<file path="src/rtl/clk_gen_pkg.sv">
// Shared definitions for the programmable clock/strobe generator.
// Holds the FSM state type, the {period, high} config record, reset defaults
// and the config validity rule used by the pending-config slot.
package clk_gen_pkg;

  // Width of config fields carried in cfg_t.
  localparam int CFG_W = 16;

  // Waveform loaded into the active config at reset.
  localparam int DEF_PERIOD = 20;
  localparam int DEF_HIGH   = 10;

  typedef enum logic [1:0] {
    IDLE = 2'd0,
    HIGH = 2'd1,
    LOW  = 2'd2
  } state_t;

  typedef struct packed {
    logic [CFG_W-1:0] period;
    logic [CFG_W-1:0] high;
  } cfg_t;

  // A period needs at least one high and one low cycle.
  function automatic logic cfg_is_valid(input logic [CFG_W-1:0] period,
                                        input logic [CFG_W-1:0] high);
    return (period >= CFG_W'(2)) && (high != '0) && (high < period);
  endfunction

endpackage

</file>
<file path="src/rtl/clk_gen_cfg_slot.sv">
// Pending-config slot: single-entry holding register with valid/ready handshake.
// Ports: cfg_valid_i/cfg_i offered config, cfg_ready_o free slot, cfg_err_o reject pulse,
//        bypass_i direct-load window, load_i period start, load_vld_o/load_cfg_o config to load,
//        direct_vld_o config written straight to the active config.
module clk_gen_cfg_slot
  import clk_gen_pkg::*;
(
  input  logic clk,
  input  logic rst,
  input  logic cfg_valid_i,
  input  cfg_t cfg_i,
  input  logic bypass_i,
  input  logic load_i,
  output logic cfg_ready_o,
  output logic cfg_err_o,
  output logic load_vld_o,
  output cfg_t load_cfg_o,
  output logic direct_vld_o
);

  logic pend_vld_q, pend_vld_d;
  cfg_t pend_q, pend_d;
  logic err_q, err_d;
  logic xfer;
  logic cfg_ok;

  assign xfer   = cfg_valid_i & ~pend_vld_q;
  assign cfg_ok = cfg_is_valid(cfg_i.period, cfg_i.high);

  // While idle and not requested to run there is no period start to wait for,
  // so an accepted config bypasses the slot and goes straight to active.
  assign direct_vld_o = xfer & cfg_ok & bypass_i;

  always_comb begin
    pend_vld_d = pend_vld_q;
    pend_d     = pend_q;
    err_d      = xfer & ~cfg_ok;
    if (load_i) begin
      pend_vld_d = 1'b0;
    end
    // A transfer only happens with the slot empty, so a transfer coinciding
    // with a period start never collides with the entry being loaded.
    if (xfer && cfg_ok && !bypass_i) begin
      pend_vld_d = 1'b1;
      pend_d     = cfg_i;
    end
  end

  always_ff @(posedge clk or posedge rst) begin
    if (rst) begin
      pend_vld_q <= 1'b0;
      pend_q     <= '0;
      err_q      <= 1'b0;
    end else begin
      pend_vld_q <= pend_vld_d;
      pend_q     <= pend_d;
      err_q      <= err_d;
    end
  end

  assign cfg_ready_o = ~pend_vld_q;
  assign cfg_err_o   = err_q;
  assign load_vld_o  = load_i & pend_vld_q;
  assign load_cfg_o  = pend_q;

endmodule

</file>
<file path="src/rtl/clk_period_gen.sv">
// Programmable divided-clock generator: period and high time in clk cycles,
// config changes applied only at period boundaries so every period is whole.
// Ports: en run request; cfg_* config handshake; clk_out/tick waveform; busy,
//        period_cnt (completed periods), cur_period (active period).
module clk_period_gen #(
  parameter int CNT_W      = clk_gen_pkg::CFG_W,
  parameter int DEF_PERIOD = clk_gen_pkg::DEF_PERIOD,
  parameter int DEF_HIGH   = clk_gen_pkg::DEF_HIGH,
  parameter int PCNT_W     = 32
) (
  input  logic              clk,
  input  logic              rst,
  input  logic              en,
  input  logic              cfg_valid,
  output logic              cfg_ready,
  input  logic [CNT_W-1:0]  cfg_period,
  input  logic [CNT_W-1:0]  cfg_high,
  output logic              cfg_err,
  output logic              clk_out,
  output logic              tick,
  output logic              busy,
  output logic [PCNT_W-1:0] period_cnt,
  output logic [CNT_W-1:0]  cur_period
);
  import clk_gen_pkg::*;

  // Config records are CFG_W wide; the counter width must match them.
  if (CNT_W != CFG_W) begin : g_bad_cnt_w
    $error("CNT_W must equal clk_gen_pkg::CFG_W");
  end

  state_t             state_q, state_d;
  logic [CNT_W-1:0]   cnt_q, cnt_d;
  cfg_t               act_q, act_d;
  logic [PCNT_W-1:0]  pcnt_q, pcnt_d;
  logic               clk_out_q, clk_out_d;
  logic               tick_q, tick_d;
  logic               start;   // next cycle is the first cycle of a period
  logic               wrap;    // this cycle is the last cycle of a period
  logic               load_vld, direct_vld;
  cfg_t               load_cfg, cfg_in;

  assign cfg_in = '{period: cfg_period, high: cfg_high};

  clk_gen_cfg_slot u_slot (
    .clk          (clk),
    .rst          (rst),
    .cfg_valid_i  (cfg_valid),
    .cfg_i        (cfg_in),
    .bypass_i     ((state_q == IDLE) && !en),
    .load_i       (start),
    .cfg_ready_o  (cfg_ready),
    .cfg_err_o    (cfg_err),
    .load_vld_o   (load_vld),
    .load_cfg_o   (load_cfg),
    .direct_vld_o (direct_vld)
  );

  // State register, plus the registered outputs derived from next state.
  always_ff @(posedge clk or posedge rst) begin
    if (rst) begin
      state_q   <= IDLE;
      cnt_q     <= '0;
      act_q     <= '{period: CNT_W'(DEF_PERIOD), high: CNT_W'(DEF_HIGH)};
      pcnt_q    <= '0;
      clk_out_q <= 1'b0;
      tick_q    <= 1'b0;
    end else begin
      state_q   <= state_d;
      cnt_q     <= cnt_d;
      act_q     <= act_d;
      pcnt_q    <= pcnt_d;
      clk_out_q <= clk_out_d;
      tick_q    <= tick_d;
    end
  end

  // Next-state logic. The counter runs 1..period across HIGH then LOW.
  always_comb begin
    state_d = state_q;
    cnt_d   = cnt_q;
    start   = 1'b0;
    wrap    = 1'b0;
    unique case (state_q)
      IDLE: begin
        if (en) begin
          state_d = HIGH;
          cnt_d   = CNT_W'(1);
          start   = 1'b1;
        end
      end
      HIGH: begin
        cnt_d = cnt_q + CNT_W'(1);
        if (cnt_q == act_q.high) begin
          state_d = LOW;
        end
      end
      LOW: begin
        if (cnt_q == act_q.period) begin
          wrap = 1'b1;
          if (en) begin
            state_d = HIGH;
            cnt_d   = CNT_W'(1);
            start   = 1'b1;
          end else begin
            state_d = IDLE;
            cnt_d   = '0;
          end
        end else begin
          cnt_d = cnt_q + CNT_W'(1);
        end
      end
      default: begin
        state_d = IDLE;
        cnt_d   = '0;
      end
    endcase

    act_d = act_q;
    if (load_vld) begin
      act_d = load_cfg;
    end else if (direct_vld) begin
      act_d = cfg_in;
    end

    pcnt_d = wrap ? pcnt_q + PCNT_W'(1) : pcnt_q;
  end

  // Output logic. clk_out and tick come from flops so the waveform is glitch-free.
  always_comb begin
    clk_out_d  = (state_d == HIGH);
    tick_d     = start;
    busy       = (state_q != IDLE);
    clk_out    = clk_out_q;
    tick       = tick_q;
    period_cnt = pcnt_q;
    cur_period = act_q.period;
  end

endmodule

</file>
<file path="config.mk">
export PLATFORM = sky130hd
export DESIGN_NAME = clk_period_gen
export DESIGN_NICKNAME = d
export VERILOG_FILES = /design/src/rtl/clk_gen_pkg.sv /design/src/rtl/clk_gen_cfg_slot.sv /design/src/rtl/clk_period_gen.sv
export SDC_FILE = /design/constraint.sdc
export NUM_CORES = 1
export LEC_CHECK = 0
export CAP_MARGIN = 20
export CORE_UTILIZATION = 40
export CTS_BUF_LIST = sky130_fd_sc_hd__clkbuf_8
export CTS_CLUSTER_SIZE = 16
export DETAILED_ROUTE_END_ITERATION = 16
export DONT_BUFFER_PORTS = 1
export PLACE_DENSITY = 0.59
export SKIP_CTS_REPAIR_TIMING = 1
export SLEW_MARGIN = 10
export SYNTH_ARGS = -nofsm -noshare
export SYNTH_HDL_FRONTEND = slang
export SYNTH_SLANG_ARGS = --single-unit
</file>
<file path="constraint.sdc">
create_clock -name clk -period 3.7 [get_ports clk]
set_input_delay 0.37 -clock clk [delete_from_list [all_inputs] [get_ports clk]]
set_output_delay 0.37 -clock clk [all_outputs]
set_load 0.05 [all_outputs]
</file>
* Yosys cells after proc, flatten, opt, wreduce, memory -nomap -nowiden
Cells that the tools add are included.
** Storage, ports and cells
- Flip-flop bits (word level) :: 118
- Input bits :: 36
** Cells by class
- $add $sub $neg :: 2
- Multiplexer cells :: 18
- Reduce and logical (&&, ||, !) cells :: 12
- $lt $le $gt $ge :: 2
- Bitwise operators :: 7
- Equal/unequal tests :: 6
** Operators by type and width (count)
- $mux 32 :: 2
- $pmux 16 s3 :: 1
- $add 32x1->32 const B :: 1
- $eq 16x16->1 :: 2
- $mux 16 :: 2
- $add 16x1->16 const B :: 1
- $ge 16x2->1 const B :: 1
- $lt 16x16->1 :: 1
- $reduce_bool 16->1 :: 1
- $mux 1 :: 8
- $mux 2 :: 3
- $pmux 2 s3 :: 1
- $reduce_bool 2->1 :: 3
- $and 1x1->1 :: 5
- $logic_and 1x1->1 :: 5
- $eq 2x1->1 const B :: 2
- $eq 2x2->1 const B :: 1
- $logic_not 1->1 :: 2
- $logic_not 2->1 :: 1
- $ne 2x2->1 const B :: 1
- $not 1->1 :: 2
- $pmux 1 s2 :: 1

* Longest topological paths before layout
- Word-level depth :: 7
- Depth in mapped cells :: 9

* Cells and area by module
A second synthesis with hierarchy kept.
** Unflattened totals
- Cell total of the unflattened synthesis :: 585
- Area, all modules :: 6229.7 um^2
** Modules (own cells, without submodules)
- clk_period_gen :: times used 1, seq. area each 2107.0 um^2, area each 4474.3 um^2, cells each 443
- clk_gen_cfg_slot :: times used 1, seq. area each 850.8 um^2, area each 1755.4 um^2, cells each 142

* Worst setup path after synthesis
OpenSTA, ideal clock, no wires.
- Path kind :: flip-flop to flip-flop
- Start :: register pcnt_q[14] (netlist: period_cnt[14])
- End :: register pcnt_q[31] (netlist: period_cnt[31])
- Setup time :: 82 ps
- Data required time :: 3618 ps
- Slack :: 1513 ps
- Stages on the path, launching flop included :: 7
- Arrival :: 2106 ps
- Cells stage by stage :: dfrtp_1 > and4_1 > nand4_4 > nor4_1 > nand3_1 > nor3_2 > xor2_1
** Between the ends
- Longest elaborated chain between the ends :: 1
** RTL lines
- from (decl) :: line clk_period_gen.sv:35 : logic [PCNT_W-1:0] pcnt_q, pcnt_d;
- from (signal assigned) :: line clk_period_gen.sv:72 : pcnt_q <= pcnt_d;
- $add 32x1->32 :: line clk_period_gen.sv:126 : pcnt_d = wrap ? pcnt_q + PCNT_W'(1) : pcnt_q;
No other way between the ends.
A chain may end at the register's enable or synchronous reset.

* Worst setup path after layout
- Start :: register act_q, in the netlist cur_period[1]
- End :: register cnt_q[10]
** Between the ends
- Longest elaborated chain between the ends :: 3
** RTL lines
- from (decl) :: line clk_period_gen.sv:34 : cfg_t act_q, act_d;
- from (signal assigned) :: line clk_period_gen.sv:64 : act_q <= '{period: CNT_W'(DEF_PERIOD), high: CNT_W'(DEF_HIGH)};
- from (signal assigned) :: line clk_period_gen.sv:71 : act_q <= act_d;
- $eq 16x16->1 :: line clk_period_gen.sv:99 : if (cnt_q == act_q.period) begin
- $mux 16 :: line clk_period_gen.sv:99
- $pmux 16 s3 :: line clk_period_gen.sv:84 : unique case (state_q)
- to (signal assigned) :: line clk_period_gen.sv:70 : cnt_q <= cnt_d;
- to (decl) :: line clk_period_gen.sv:33 : logic [CNT_W-1:0] cnt_q, cnt_d;
No other way between the ends.

==> report_table.html <==
<table>
<tr><th>Metric</th><th>Value</th></tr>
<tr><th colspan="2">Logic synthesis</th></tr>
<tr><td>Number of enable-type register cells in the synthesized netlist</td><td>0</td></tr>
<tr><td>Instance count of the mapped netlist</td><td>578</td></tr>
<tr><td>Synth unique cells</td><td>49</td></tr>
<tr><td>Most common library cells after synthesis</td><td>sky130_fd_sc_hd__dfrtp_1, sky130_fd_sc_hd__nor2_1, sky130_fd_sc_hd__a21oi_1</td></tr>
<tr><td>#FFs+latches synth</td><td>118</td></tr>
<tr><td>Area share of the leading cell type in the synthesized netlist</td><td>45.38%</td></tr>
<tr><td>Ys flop type</td><td>sky130_fd_sc_hd__dfrtp_1</td></tr>
<tr><td>Syn Area/Cell</td><td>10.88 um^2</td></tr>
<tr><td>Share of async-settable or async-resettable flops after synthesis</td><td>100.0%</td></tr>
<tr><td>Library cell occupying the most area in the post-synthesis netlist</td><td>sky130_fd_sc_hd__dfrtp_1</td></tr>
<tr><td>Synthesized netlist net count</td><td>~630</td></tr>
<tr><td>Biggest area contributors in the synthesized netlist</td><td>sky130_fd_sc_hd__dfrtp_1, sky130_fd_sc_hd__mux2_2, sky130_fd_sc_hd__xnor2_1</td></tr>
<tr><td>Fraction of the yosys area taken by sequential cells</td><td>between 40% and 50%</td></tr>
<tr><td>YS warnings</td><td>0</td></tr>
<tr><td>Most numerous cell in the Yosys netlist</td><td>sky130_fd_sc_hd__dfrtp_1</td></tr>
<tr><td>Total standard cell area after synthesis</td><td>roughly 6300 um^2</td></tr>
<tr><th colspan="2">Setup path</th></tr>
<tr><td>Kind of capture point of the worst setup path</td><td>flop</td></tr>
<tr><td>Ordered cell list for the critical path</td><td>xor2_1 &gt; nor4_4 &gt; nand4_2 &gt; a21oi_1 &gt; nor2_1</td></tr>
<tr><td>Required time of the worst setup path</td><td>~4000 ps</td></tr>
<tr><td>Worst setup path category</td><td>flop to flop</td></tr>
<tr><td>Highest-delay cell along the critical path</td><td>sky130_fd_sc_hd__a21oi_1</td></tr>
<tr><td>CP startpoint kind</td><td>flop</td></tr>
<tr><td>Data arrival, critical path</td><td>2960 ps</td></tr>
<tr><td>Largest fanout on the critical path</td><td>14</td></tr>
<tr><td>Buffer and inverter count on the worst path</td><td>0</td></tr>
<tr><td>Top delay family on crit path</td><td>compound AO/OA/AOI/OAI gates</td></tr>
<tr><td>Worst path max stage delay</td><td>~850 ps</td></tr>
<tr><th colspan="2">STA</th></tr>
<tr><td>Total setup violations reported at the end of the flow</td><td>0</td></tr>
<tr><td>Max frequency</td><td>roughly 370 MHz</td></tr>
<tr><td>Worst-margin pin slew</td><td>1021 ps</td></tr>
<tr><td>Final period util</td><td>between 70% and 80%</td></tr>
<tr><td>Final hold violation count</td><td>0</td></tr>
<tr><td>Skew final</td><td>approximately 11 ps</td></tr>
<tr><td>Unrepaired setup endpoints after global routing</td><td>false</td></tr>
<tr><td>Final worst slack</td><td>between 1000 and 1500 ps</td></tr>
<tr><td>Final setup TNS</td><td>0 ps</td></tr>
<tr><td>Slew Limit Fails</td><td>0</td></tr>
<tr><td>Final Critical Period</td><td>2669 ps</td></tr>
<tr><td>Tightest slew margin relative to the limit</td><td>approximately a third</td></tr>
<tr><td>Worst hold margin</td><td>57.89 ps</td></tr>
<tr><th colspan="2">Clock tree</th></tr>
<tr><td>Number of levels in the clock H-tree</td><td>4</td></tr>
<tr><td>Total CTS buffers</td><td>17</td></tr>
<tr><td>Longest Clk Path Bufs</td><td>2</td></tr>
<tr><td>Clk pin slew, worst setup/hold paths</td><td>70 ps</td></tr>
<tr><td>CTS tree</td><td>built</td></tr>
<tr><td>Clk sink count</td><td>118</td></tr>
<tr><td>Skew-Pair Late Insertion Delay</td><td>450 ps</td></tr>
<tr><td>Root Buffer</td><td>sky130_fd_sc_hd__clkbuf_8</td></tr>
<tr><th colspan="2">Finish</th></tr>
<tr><td>Number of fill cells</td><td>1,430</td></tr>
<tr><td>Number of antenna diodes</td><td>0</td></tr>
<tr><td>Area growth syn-to-layout</td><td>7.584%</td></tr>
<tr><td>Layout cells sized above 1</td><td>17.47%</td></tr>
<tr><td>Post-layout utilization of the core</td><td>44.32%</td></tr>
<tr><td>Final-stage net count</td><td>624</td></tr>
<tr><th colspan="2">Routing</th></tr>
<tr><td>DRC violation count after routing</td><td>0</td></tr>
<tr><td>Detailed-route wire length per cell</td><td>18.83 um</td></tr>
<tr><td>TritonRoute pass-1 iters</td><td>5</td></tr>
<tr><td>Overall routed net length</td><td>14,970 um</td></tr>
<tr><td>Initial DRC Count</td><td>242</td></tr>
<tr><td>Detailed-route via count</td><td>4,206</td></tr>
<tr><td>Antenna violation net count after detailed routing</td><td>0</td></tr>
<tr><td>DR vias/cell</td><td>5.291</td></tr>
<tr><th colspan="2">GRT</th></tr>
<tr><td>Gr usage total</td><td>20.07%</td></tr>
<tr><td>Initial antenna violation count</td><td>0</td></tr>
<tr><td>Largest net degree at the start of global routing</td><td>67</td></tr>
<tr><td>Grt total ovfl</td><td>0</td></tr>
<tr><td>Vias in the first global route</td><td>4,219</td></tr>
<tr><td>First-pass GRT wire length</td><td>24,200 um</td></tr>
<tr><th colspan="2">Place</th></tr>
<tr><td>PortBufs</td><td>0</td></tr>
<tr><td>Worst slack at placement</td><td>950.5 ps</td></tr>
<tr><td>HPWL after DPL</td><td>11,290 um</td></tr>
<tr><td>Weighted congestion at the end of routability-driven global placement</td><td>0.8495</td></tr>
<tr><th colspan="2">Worst hold path</th></tr>
<tr><td>Worst hold-check path type</td><td>primary input to flop</td></tr>
<tr><th colspan="2">Pwr</th></tr>
<tr><td>Power density over cell area</td><td>roughly 700 nW/um^2</td></tr>
<tr><td>Worst IR Drop VDD</td><td>0.2995 mV</td></tr>
<tr><td>Static Leak</td><td>3.179 nW</td></tr>
<tr><th colspan="2">Outcome</th></tr>
<tr><td>Status</td><td>completed</td></tr>
<tr><th colspan="2">Die</th></tr>
<tr><td>Die Y</td><td>127.4 um</td></tr>
<tr><td>Initial cell density of the core</td><td>41.20%</td></tr>
<tr><td>Number of top-level pins</td><td>89</td></tr>
<tr><td>Die width</td><td>127.4 um</td></tr>
<tr><td>Die outline area</td><td>16,220 um^2</td></tr>
<tr><td>Total number of placement rows</td><td>45</td></tr>
<tr><td>Core box area</td><td>15,260 um^2</td></tr>
<tr><th colspan="2">Flow run</th></tr>
<tr><td>Number of max-cap violations</td><td>0</td></tr>
</table>
-- logic make-up after synthesis --
kind of cell / Yosys count / share of synthesized area (%)
xor+xnor: 78 / 11.11
compound gates: 60 / 5.414
mux: 65 / 11.01
flops: 118 / 47.05
simple gates: 174 / 16.26
buf+inv: 66 / 5.772
fa+ha+maj: 17 / 3.384
-- placed cells by master, fill, tap and decap left out, drive strengths merged, types with 20 or more instances in the layout --
cell type,netlist,layout
nand3,20,20
mux2,33,33
nor2,67,67
nand2,22,22
xnor2,38,38
nor4,21,21
dfrtp,114,114
xor2,40,40
mux2i,32,32
a21oi,42,42
inv,27,29
-- through the flow --
stage	power [mW]	cell area [um^2]	std cells
final	4.797	6763	795
after global routing	5.072	6763	795
after detailed placement	3.764	6394	762
after CTS	4.848	6753	794
after global placement	3.707	6394	762
after floorplan	3.545	6286	578
-- flip-flops by register name, indices dropped and copies added (netlist names) --
signal	count
state_q	2
u_slot.cfg_err_o	1
tick	1
u_slot.pend_vld_q	1
period_cnt	32
cnt_q	16
act_q	16
cur_period	16
u_slot.load_cfg_o	32
clk_out	1
-- cell type report --
class | count | area (um^2) | share of cell area, %
multi-input cells | 394 | 2965 | 43.85
clock inverters | 14 | 111.4 | 1.647
repair buffers | 13 | 112.6 | 1.665
flip-flops and latches | 118 | 2958 | 43.74
inverters | 27 | 103.9 | 1.536
clock buffers | 18 | 247.7 | 3.663
well taps | 211 | 264.0 | 3.904
-- where the power goes --
| group | leakage (nW) | internal, mW | total (mW) | switching [mW] |
|---|---|---|---|---|
| logic | 1.52 | 0.605 | 1.30 | 0.693 |
| clock network | 0.182 | 0.539 | 1.08 | 0.540 |
| registers | 1.48 | 1.72 | 2.42 | 0.698 |
-- final timing paths --
| check | slack (ps) | end | startpoint | cells after the start |
|---|---|---|---|---|
| min reg2reg | 500 | u_slot.load_cfg_o[27] | u_slot.load_cfg_o[27] | 1 |
| max reg2reg | 1030 | cnt_q[10] | cur_period[1] | 5 |
| min | 60 | u_slot.load_cfg_o[27] | cfg_period[11] | 1 |
| max | 1030 | cnt_q[10] | cur_period[1] | 5 |
| max in group asynchronous | 2410 | period_cnt[10] | rst | 3 |
| min in group asynchronous | 510 | u_slot.load_cfg_o[10] | rst | 2 |
-- routing by layer --
metal	track usage, %	vias up	wire length (um)
li1	-	1973	-
met3	6.742	27	1210
met4	7.913	0	318
met1	25.34	2076	6229
met2	31.69	130	7213
met5	0	-	0
Note: power is estimated with default switching activity, not from simulation.
